`src/rtl/uart_pkg.sv`:
```
// Shared UART definitions: parity mode codes, receiver FSM state encoding and
// a constant-foldable ceil_log2 used to size counters (also used by the TX block).
package uart_pkg;

    localparam int PARITY_NONE = 0;
    localparam int PARITY_EVEN = 1;
    localparam int PARITY_ODD  = 2;

    localparam logic [2:0] ST_IDLE   = 3'd0;
    localparam logic [2:0] ST_START  = 3'd1;
    localparam logic [2:0] ST_DATA   = 3'd2;
    localparam logic [2:0] ST_PARITY = 3'd3;
    localparam logic [2:0] ST_STOP   = 3'd4;

    // Smallest r with 2**r >= value; never returns less than 1 so it can size a vector.
    function automatic int ceil_log2(input int value);
        int r;
        r = 1;
        for (int i = 1; i < 31; i++) begin
            if ((1 << i) < value) r = i + 1;
        end
        return r;
    endfunction

endpackage

```
`src/rtl/uart_baud_tick.sv`:
```
// Oversample tick generator.
//   clk, reset   : clock, asynchronous active-low reset
//   en_i         : count while high (receiver busy)
//   restart_i    : synchronous restart of the divider at 0 (start edge)
//   tick_o       : 1-clk pulse every TICK_DIV clocks while enabled
module uart_baud_tick
    import uart_pkg::*;
#(
    parameter int TICK_DIV = 10
) (
    input  logic clk,
    input  logic reset,
    input  logic en_i,
    input  logic restart_i,
    output logic tick_o
);
    localparam int            CW   = ceil_log2(TICK_DIV);
    localparam logic [CW-1:0] LAST = CW'(TICK_DIV - 1);

    logic [CW-1:0] cnt_q, cnt_d;

    always_comb begin
        cnt_d = cnt_q;
        if (restart_i) begin
            cnt_d = '0;
        end else if (en_i) begin
            cnt_d = (cnt_q == LAST) ? '0 : cnt_q + 1'b1;
        end
    end

    always_ff @(posedge clk or negedge reset) begin
        if (!reset) cnt_q <= '0;
        else        cnt_q <= cnt_d;
    end

    assign tick_o = en_i && !restart_i && (cnt_q == LAST);

endmodule

```
`src/rtl/uart_rx_frame.sv`:
```
// Parametrised UART receiver with majority-vote sampling and valid/ready output.
//   clk, reset  : clock, asynchronous active-low reset
//   rx_in       : serial line (idle high), asynchronous to clk
//   rx_ready    : consumer accepts the word when rx_valid && rx_ready
//   rx_data     : received word, held while rx_valid
//   rx_valid    : word available
//   parity_err  : parity mismatch of the held word
//   frame_err   : a stop bit of the held word was sampled 0
//   overrun     : sticky, a frame completed while the held word was not accepted
//   break_det   : 1-clk pulse when a whole frame (data, parity, stop) was low
//   busy        : receiver is inside a frame
module uart_rx_frame
    import uart_pkg::*;
#(
    parameter int DATA_BITS   = 8,
    parameter int CLK_FREQ    = 50000000,
    parameter int BAUD        = 9600,
    parameter int OVS         = 16,
    parameter int PARITY_MODE = PARITY_NONE,
    parameter int STOP_BITS   = 1
) (
    input  logic                 clk,
    input  logic                 reset,
    input  logic                 rx_in,
    input  logic                 rx_ready,
    output logic [DATA_BITS-1:0] rx_data,
    output logic                 rx_valid,
    output logic                 parity_err,
    output logic                 frame_err,
    output logic                 overrun,
    output logic                 break_det,
    output logic                 busy
);
    localparam int             TICK_DIV = CLK_FREQ / (BAUD * OVS);
    localparam int             BCW      = ceil_log2(DATA_BITS + 1);
    localparam int             OCW      = ceil_log2(OVS);
    localparam logic [OCW-1:0] SMP_LO   = OCW'(OVS / 2 - 1);
    localparam logic [OCW-1:0] SMP_MID  = OCW'(OVS / 2);
    localparam logic [OCW-1:0] SMP_HI   = OCW'(OVS / 2 + 1);
    localparam logic [OCW-1:0] OVS_LAST = OCW'(OVS - 1);
    localparam logic [BCW-1:0] BIT_LAST = BCW'(DATA_BITS - 1);

    logic                 sync1_q, sync2_q, prev_q, armed_q;
    logic [1:0]           warm_q;
    logic [2:0]           state_q, state_d;
    logic [OCW-1:0]       ovs_q, ovs_d;
    logic [BCW-1:0]       bit_q, bit_d;
    logic                 stop_idx_q, stop_idx_d;
    logic [1:0]           smp_q, smp_d;
    logic [DATA_BITS-1:0] shift_q, shift_d;
    logic                 par_acc_q, par_acc_d;
    logic                 fr_acc_q, fr_acc_d;
    logic                 low_q, low_d;
    logic                 tick, start_edge, vote, at_vote, bit_end, last_stop, commit;
    logic                 perr_now, ferr_now, brk_now;

    // Synchroniser and edge history. Reset values of 1 alone would turn a line
    // held low through reset into a falling edge once the flops fill, so start
    // detection is armed only after the synchronised line has been seen high.
    always_ff @(posedge clk or negedge reset) begin
        if (!reset) begin
            sync1_q <= 1'b1;
            sync2_q <= 1'b1;
            prev_q  <= 1'b1;
            warm_q  <= 2'd0;
            armed_q <= 1'b0;
        end else begin
            sync1_q <= rx_in;
            sync2_q <= sync1_q;
            prev_q  <= sync2_q;
            if (warm_q != 2'd2) warm_q <= warm_q + 2'd1;
            if (warm_q == 2'd2 && sync2_q) armed_q <= 1'b1;
        end
    end

    assign busy       = (state_q != ST_IDLE);
    assign start_edge = (state_q == ST_IDLE) && armed_q && prev_q && !sync2_q;

    uart_baud_tick #(.TICK_DIV(TICK_DIV)) u_tick (
        .clk       (clk),
        .reset     (reset),
        .en_i      (busy),
        .restart_i (start_edge),
        .tick_o    (tick)
    );

    // Third sample is the live synchronised value on the SMP_HI tick.
    assign vote      = (smp_q[0] & smp_q[1]) | (smp_q[0] & sync2_q) | (smp_q[1] & sync2_q);
    assign at_vote   = tick && (ovs_q == SMP_HI);
    assign bit_end   = tick && (ovs_q == OVS_LAST);
    assign last_stop = (STOP_BITS == 1) || stop_idx_q;

    always_comb begin
        state_d    = state_q;
        ovs_d      = ovs_q;
        bit_d      = bit_q;
        stop_idx_d = stop_idx_q;
        smp_d      = smp_q;
        shift_d    = shift_q;
        par_acc_d  = par_acc_q;
        fr_acc_d   = fr_acc_q;
        low_d      = low_q;
        commit     = 1'b0;

        if (tick) begin
            ovs_d = ovs_q + 1'b1;
            if (ovs_q == SMP_LO)  smp_d[0] = sync2_q;
            if (ovs_q == SMP_MID) smp_d[1] = sync2_q;
        end

        case (state_q)
            ST_IDLE: begin
                if (start_edge) begin
                    state_d    = ST_START;
                    ovs_d      = '0;
                    bit_d      = '0;
                    stop_idx_d = 1'b0;
                    par_acc_d  = 1'b0;
                    fr_acc_d   = 1'b0;
                    low_d      = 1'b1;
                end
            end
            ST_START: begin
                if (at_vote && vote) begin
                    state_d = ST_IDLE;          // false start: glitch on the idle line
                end else if (bit_end) begin
                    state_d = ST_DATA;
                    bit_d   = '0;
                end
            end
            ST_DATA: begin
                if (at_vote) begin
                    shift_d = {vote, shift_q[DATA_BITS-1:1]};   // LSB arrives first
                    if (vote) low_d = 1'b0;
                end
                if (bit_end) begin
                    if (bit_q == BIT_LAST) begin
                        state_d    = (PARITY_MODE != PARITY_NONE) ? ST_PARITY : ST_STOP;
                        stop_idx_d = 1'b0;
                    end else begin
                        bit_d = bit_q + 1'b1;
                    end
                end
            end
            ST_PARITY: begin
                if (at_vote) begin
                    par_acc_d = (PARITY_MODE == PARITY_EVEN) ? (^shift_q ^ vote)
                                                             : !(^shift_q ^ vote);
                    if (vote) low_d = 1'b0;
                end
                if (bit_end) begin
                    state_d    = ST_STOP;
                    stop_idx_d = 1'b0;
                end
            end
            ST_STOP: begin
                if (at_vote) begin
                    if (!vote) fr_acc_d = 1'b1;
                    if (vote)  low_d    = 1'b0;
                    // Leave at the mid-point so the next start edge is never missed.
                    if (last_stop) begin
                        commit  = 1'b1;
                        state_d = ST_IDLE;
                    end
                end else if (bit_end) begin
                    stop_idx_d = 1'b1;
                end
            end
            default: state_d = ST_IDLE;
        endcase
    end

    always_ff @(posedge clk or negedge reset) begin
        if (!reset) begin
            state_q    <= ST_IDLE;
            ovs_q      <= '0;
            bit_q      <= '0;
            stop_idx_q <= 1'b0;
            par_acc_q  <= 1'b0;
            fr_acc_q   <= 1'b0;
            low_q      <= 1'b0;
        end else begin
            state_q    <= state_d;
            ovs_q      <= ovs_d;
            bit_q      <= bit_d;
            stop_idx_q <= stop_idx_d;
            par_acc_q  <= par_acc_d;
            fr_acc_q   <= fr_acc_d;
            low_q      <= low_d;
        end
    end

    // Sample and shift registers are always written before they are read in a frame.
    always_ff @(posedge clk) begin
        smp_q   <= smp_d;
        shift_q <= shift_d;
    end

    assign perr_now = (PARITY_MODE != PARITY_NONE) && par_acc_q;
    assign ferr_now = fr_acc_q | !vote;
    assign brk_now  = low_q & !vote;

    // Output stage: a commit during a same-cycle handshake replaces the word
    // without raising overrun; a commit against an unaccepted word is dropped.
    always_ff @(posedge clk or negedge reset) begin
        if (!reset) begin
            rx_data    <= '0;
            rx_valid   <= 1'b0;
            parity_err <= 1'b0;
            frame_err  <= 1'b0;
            overrun    <= 1'b0;
            break_det  <= 1'b0;
        end else begin
            break_det <= commit && brk_now;
            if (commit && (!rx_valid || rx_ready)) begin
                rx_data    <= shift_q;
                parity_err <= perr_now;
                frame_err  <= ferr_now;
                rx_valid   <= 1'b1;
                if (rx_valid) overrun <= 1'b0;
            end else if (commit) begin
                overrun <= 1'b1;
            end else if (rx_valid && rx_ready) begin
                rx_valid <= 1'b0;
                overrun  <= 1'b0;
            end
        end
    end

endmodule

```
`config.mk`:
```
export PLATFORM = sky130hd
export DESIGN_NAME = uart_rx_frame
export DESIGN_NICKNAME = d
export VERILOG_FILES = /design/src/rtl/uart_pkg.sv /design/src/rtl/uart_baud_tick.sv /design/src/rtl/uart_rx_frame.sv
export SDC_FILE = /design/constraint.sdc
export NUM_CORES = 1
export LEC_CHECK = 0
export ABC_AREA = 1
export CORE_MARGIN = 2
export CORE_UTILIZATION = 35
export CTS_CLUSTER_SIZE = 14
export DETAILED_ROUTE_END_ITERATION = 8
export DONT_BUFFER_PORTS = 1
export MAX_ROUTING_LAYER = met4
export SYNTH_ARGS = -nofsm -noshare
export SYNTH_HDL_FRONTEND = slang
export SYNTH_SLANG_ARGS = --single-unit
```
`constraint.sdc`:
```
create_clock -name clk -period 3.1 [get_ports clk]
set_input_delay 0.62 -clock clk [delete_from_list [all_inputs] [get_ports clk]]
set_output_delay 0.62 -clock clk [all_outputs]
set_load 0.02 [all_outputs]
```
==> summary.txt <==
Timing
  – Final Critical Period: 2.008 ns
  – Final Hold Fails: 0
  – Worst path setup slack after routing: 1.092 ns
  – Top achievable clock speed: 498.1 MHz
  – Final setup violation count: 0
  – Max-slew violation count: 0
  – Final period util: 0.6477
  – Worst slew pin tran: 0.6661 ns
  – Worst clock skew: 0.008265 ns
  – RSZ-0062 raised after global routing: false
  – Total negative setup slack: 0 ns
  – Max transition margin: 0.5543

Layout
  – Final nets: 282
  – Proportion of layout cells with a drive suffix above 1: 0.1618
  – P&R area growth vs syn: 9.347%
  – Commonest non-fill, non-tap cells in the layout: sky130_fd_sc_hd__nand2_1 (47), sky130_fd_sc_hd__inv_1 (39), sky130_fd_sc_hd__dfrtp_1 (37)
  – Antenna cell count: 0
  – Commonest non-fill, non-tap cell in the layout: sky130_fd_sc_hd__nand2_1

Floorplan
  – Ports: 18
  – Width of the chip: 88.35 um
  – Die footprint: 7805 sq um
  – Standard-cell rows: 30
  – Placeable Area: 6832 sq um
  – Height of the die: 88.35 um
  – Effective utilization at floorplan: 0.3645

Critical path
  – Kind of end point of the critical path: register
  – Max stage delay cell, worst path: sky130_fd_sc_hd__nor2_1
  – Worst path cell trace: inv_1, ha_1, nand2_1, clkinv_1, nand2_2, nor2_8, nand3_4, nor2_1
  – Sort of element at the start of the critical path: register
  – Reg-to-reg critical path startpoint: u_tick.cnt_q[0]
  – Number of cells on the worst reg-to-reg path: 8
  – Critical path fanouts, max: 8
  – Worst reg2reg setup slack: 1.09 ns
  – Worst setup path class: reg2reg
  – Data required time at the worst endpoint: 3.03 ns
  – Arr. time, crit path: 1.94 ns
  – Number of buffers and inverters on the critical path: 2
  – Largest delay contributor family on the critical path: simple AND/OR/NAND/NOR gates
  – Crit. path cell count: 8
  – Reg-to-reg critical path endpoint: shift_q[0]
  – Max stage delay on crit path: 0.54 ns

Global routing
  – GRT Total Usage: 0.1263
  – Fraction of met3 tracks used by global routing: 0.03078
  – Overflow after GRT: 0
  – Grt met1 use: 0.1715
  – Maximum number of pins on one net before global-route repair: 30
  – GR peak layer: met2
  – First-pass GRT wire length: 7.424 mm
  – Initial antenna violation count: 0
  – Met2 Usage GRT: 0.1880
  – Number of global-route vias before repair: 1594

Synth
  – Register bit total from synthesis: 50
  – Area fraction in and, or, nand and nor cells after synthesis: 0.2407
  – Async SR Flop Fraction: 0.8000
  – Synth Area in XOR/XNOR: 0.01407
  – Primary FF master, synth: sky130_fd_sc_hd__dfrtp_1
  – Post-synthesis cell type count: 40
  – Number of synthesized flops with an enable pin: 10
  – Gate Count Post-Synth: 265
  – Synthesized area per cell: 9.396 sq um
  – Proportion of synthesized chip area in sequential cells: 0.5241
  – Combinational family with the most area after synthesis: simple AND/OR/NAND/NOR gates
  – Post-synthesis cell area: 2490 sq um
  – Count of synthesis-stage warnings from yosys: 0
  – Adder and majority gate portion of the synthesized area: 0.03518
  – Portion of netlist area occupied by mux cells: 0
  – Synth Net Count: 276
  – Compound-Gate Fraction of Synth Area: 0.1040

Clock network
  – Number of CTS-inserted buffers: 5
  – Clk buf depth: 2
  – Number of sinks on the clock net: 50
  – Post-CTS Setup Repair Bufs: 0
  – CTS tree: done
  – Root Buffer Master: sky130_fd_sc_hd__clkbuf_8
  – Clock transition at the registers of the reported paths: 0.10 ns
  – Number of levels the H-tree was split into: 2
  – Worst skew pair latency: 0.30 ns

Run status
  – Status: complete, no violations

Pwr
  – Peak supply drop: 0.3358 mV
  – Switch share: 0.3678
  – Leakage power figure: 1.241 nW
  – Logic gate share of total power: 0.315
  – Areal power density over the cells: 661.1 nW/um^2
  – Seq pwr share: 0.430
  – Internal power component: 1.138 mW
  – Power share of the clock group: 0.255
  – Net switching power: 0.6620 mW
  – Final Power: 1.800 mW

Placement
  – Post-place setup slack: 1.045 ns
  – Buffers on Ports: 0
  – Estimated wirelength of the detail-placed design: 3.113 mm
  – Routability cong.: 0.8489

Drt
  – Total wire length: 4.486 mm
  – Routed WL per cell: 12.19 um
  – Final ANT Viol Nets: 0
  – Detailed-route vias per instance: 4.614
  – First-pass detailed-route iteration total: 4
  – Number of remaining DRC errors: 0
  – First DRT Iteration DRCs: 79
  – Detailed-route via count: 1698

Hold path
  – Class of the tightest hold or removal check: in2async

Run
  – Reported max-cap violation count: 0
==> how the worst max path moves through the flow <==
| stage | startpoint | endpoint | slack, ns |
|---|---|---|---|
| after floorplan | u_tick.cnt_q[0] | shift_q[0] | 1.33 |
| after global placement | u_tick.cnt_q[0] | shift_q[4] | 1.12 |
| after detailed placement | u_tick.cnt_q[0] | shift_q[4] | 1.05 |
| after CTS | u_tick.cnt_q[0] | shift_q[0] | 1.04 |
| after global routing | u_tick.cnt_q[0] | shift_q[0] | 0.94 |
| final | u_tick.cnt_q[0] | shift_q[0] | 1.09 |
==> cells by family after synthesis <==
group,count (synthesis)
simple gates,113
other cells,1
buf+inv,48
xor+xnor,4
fa+ha+maj,7
flops,50
compound gates,42
==> per-layer routing <==
metal | up-vias | wire length (um)
li1 | 865 | -
met1 | 797 | 2250
met2 | 34 | 1988
met3 | 2 | 213
met4 | 0 | 33
met5 | - | 0
==> worst reg2reg max path, cell delays in order, from the launching register on <==
cell	delay (ns)
sky130_fd_sc_hd__dfrtp_1	0.43
sky130_fd_sc_hd__inv_1	0.07
sky130_fd_sc_hd__ha_1	0.16
sky130_fd_sc_hd__nand2_1	0.06
sky130_fd_sc_hd__clkinv_1	0.05
sky130_fd_sc_hd__nand2_2	0.08
sky130_fd_sc_hd__nor2_8	0.15
sky130_fd_sc_hd__nand3_4	0.10
sky130_fd_sc_hd__nor2_1	0.54
==> final cells by class <==
| cell class | instances | area [sq um] |
|---|---|---|
| Inverter | 45 | 170.2 |
| Sequential cell | 50 | 1305 |
| Tap cell | 96 | 120.1 |
| Clock buffer | 5 | 68.82 |
| Timing Repair Buffer | 2 | 30.03 |
| Multi-Input combinational cell | 167 | 984.7 |
| Clock inverter | 3 | 43.79 |
| Fill cell | 703 | 4109 |
==> sequential cells by signal (all words and copies together) (netlist names) <==
name,cells
state_q,3
break_det,1
rx_valid,1
low_q,1
bit_q,4
u_tick.cnt_q,9
ovs_q,4
smp_q,2
fr_acc_q,1
frame_err,1
overrun,1
sync2_q,1
warm_q,2
shift_q,8
prev_q,1
armed_q,1
sync1_q,1
rx_data,8
==> power by group through the flow <==
stage	sequential [mW]	combinational (mW)	clock [mW]
after global routing	0.783	0.634	0.510
final	0.774	0.568	0.458
after floorplan	0.776	0.476	0
after CTS	0.773	0.569	0.477
after global placement	0.786	0.553	0
after detailed placement	0.788	0.553	0
==> through the flow <==
stage	hold WS, ns	cell area [sq um]	std cells	util
6_report	0.1334	2723	368	0.3985
5_1_grt	0.1204	2723	368	0.3985
4_1_cts	0.0002905	2713	367	0.3971
3_5_place_dp	0.3253	2580	358	0.3777
3_3_place_gp	0.3252	2580	358	0.3777
2_1_floorplan	0.3244	2490	265	-
==> Yosys cell counts (7+ instances only) <==
cell type | count | area share
sky130_fd_sc_hd__dfrtp_1 | 37 | 0.37
sky130_fd_sc_hd__inv_1 | 39 | 0.059
sky130_fd_sc_hd__edfxtp_1 | 10 | 0.12
sky130_fd_sc_hd__nor2_1 | 19 | 0.029
sky130_fd_sc_hd__ha_1 | 7 | 0.035
sky130_fd_sc_hd__nand2_1 | 47 | 0.071
sky130_fd_sc_hd__o21ai_2 | 8 | 0.028
sky130_fd_sc_hd__nand3_1 | 14 | 0.028
sky130_fd_sc_hd__a21oi_1 | 9 | 0.018
sky130_fd_sc_hd__o21ai_0 | 11 | 0.022
==> what timing repair did <==
item | in CTS | in global routing
hold endpoints to repair | 29 | 8
hold buffers | 1 | 1
resized for setup | 0 | 0
Power figures use the tool's default switching activity.
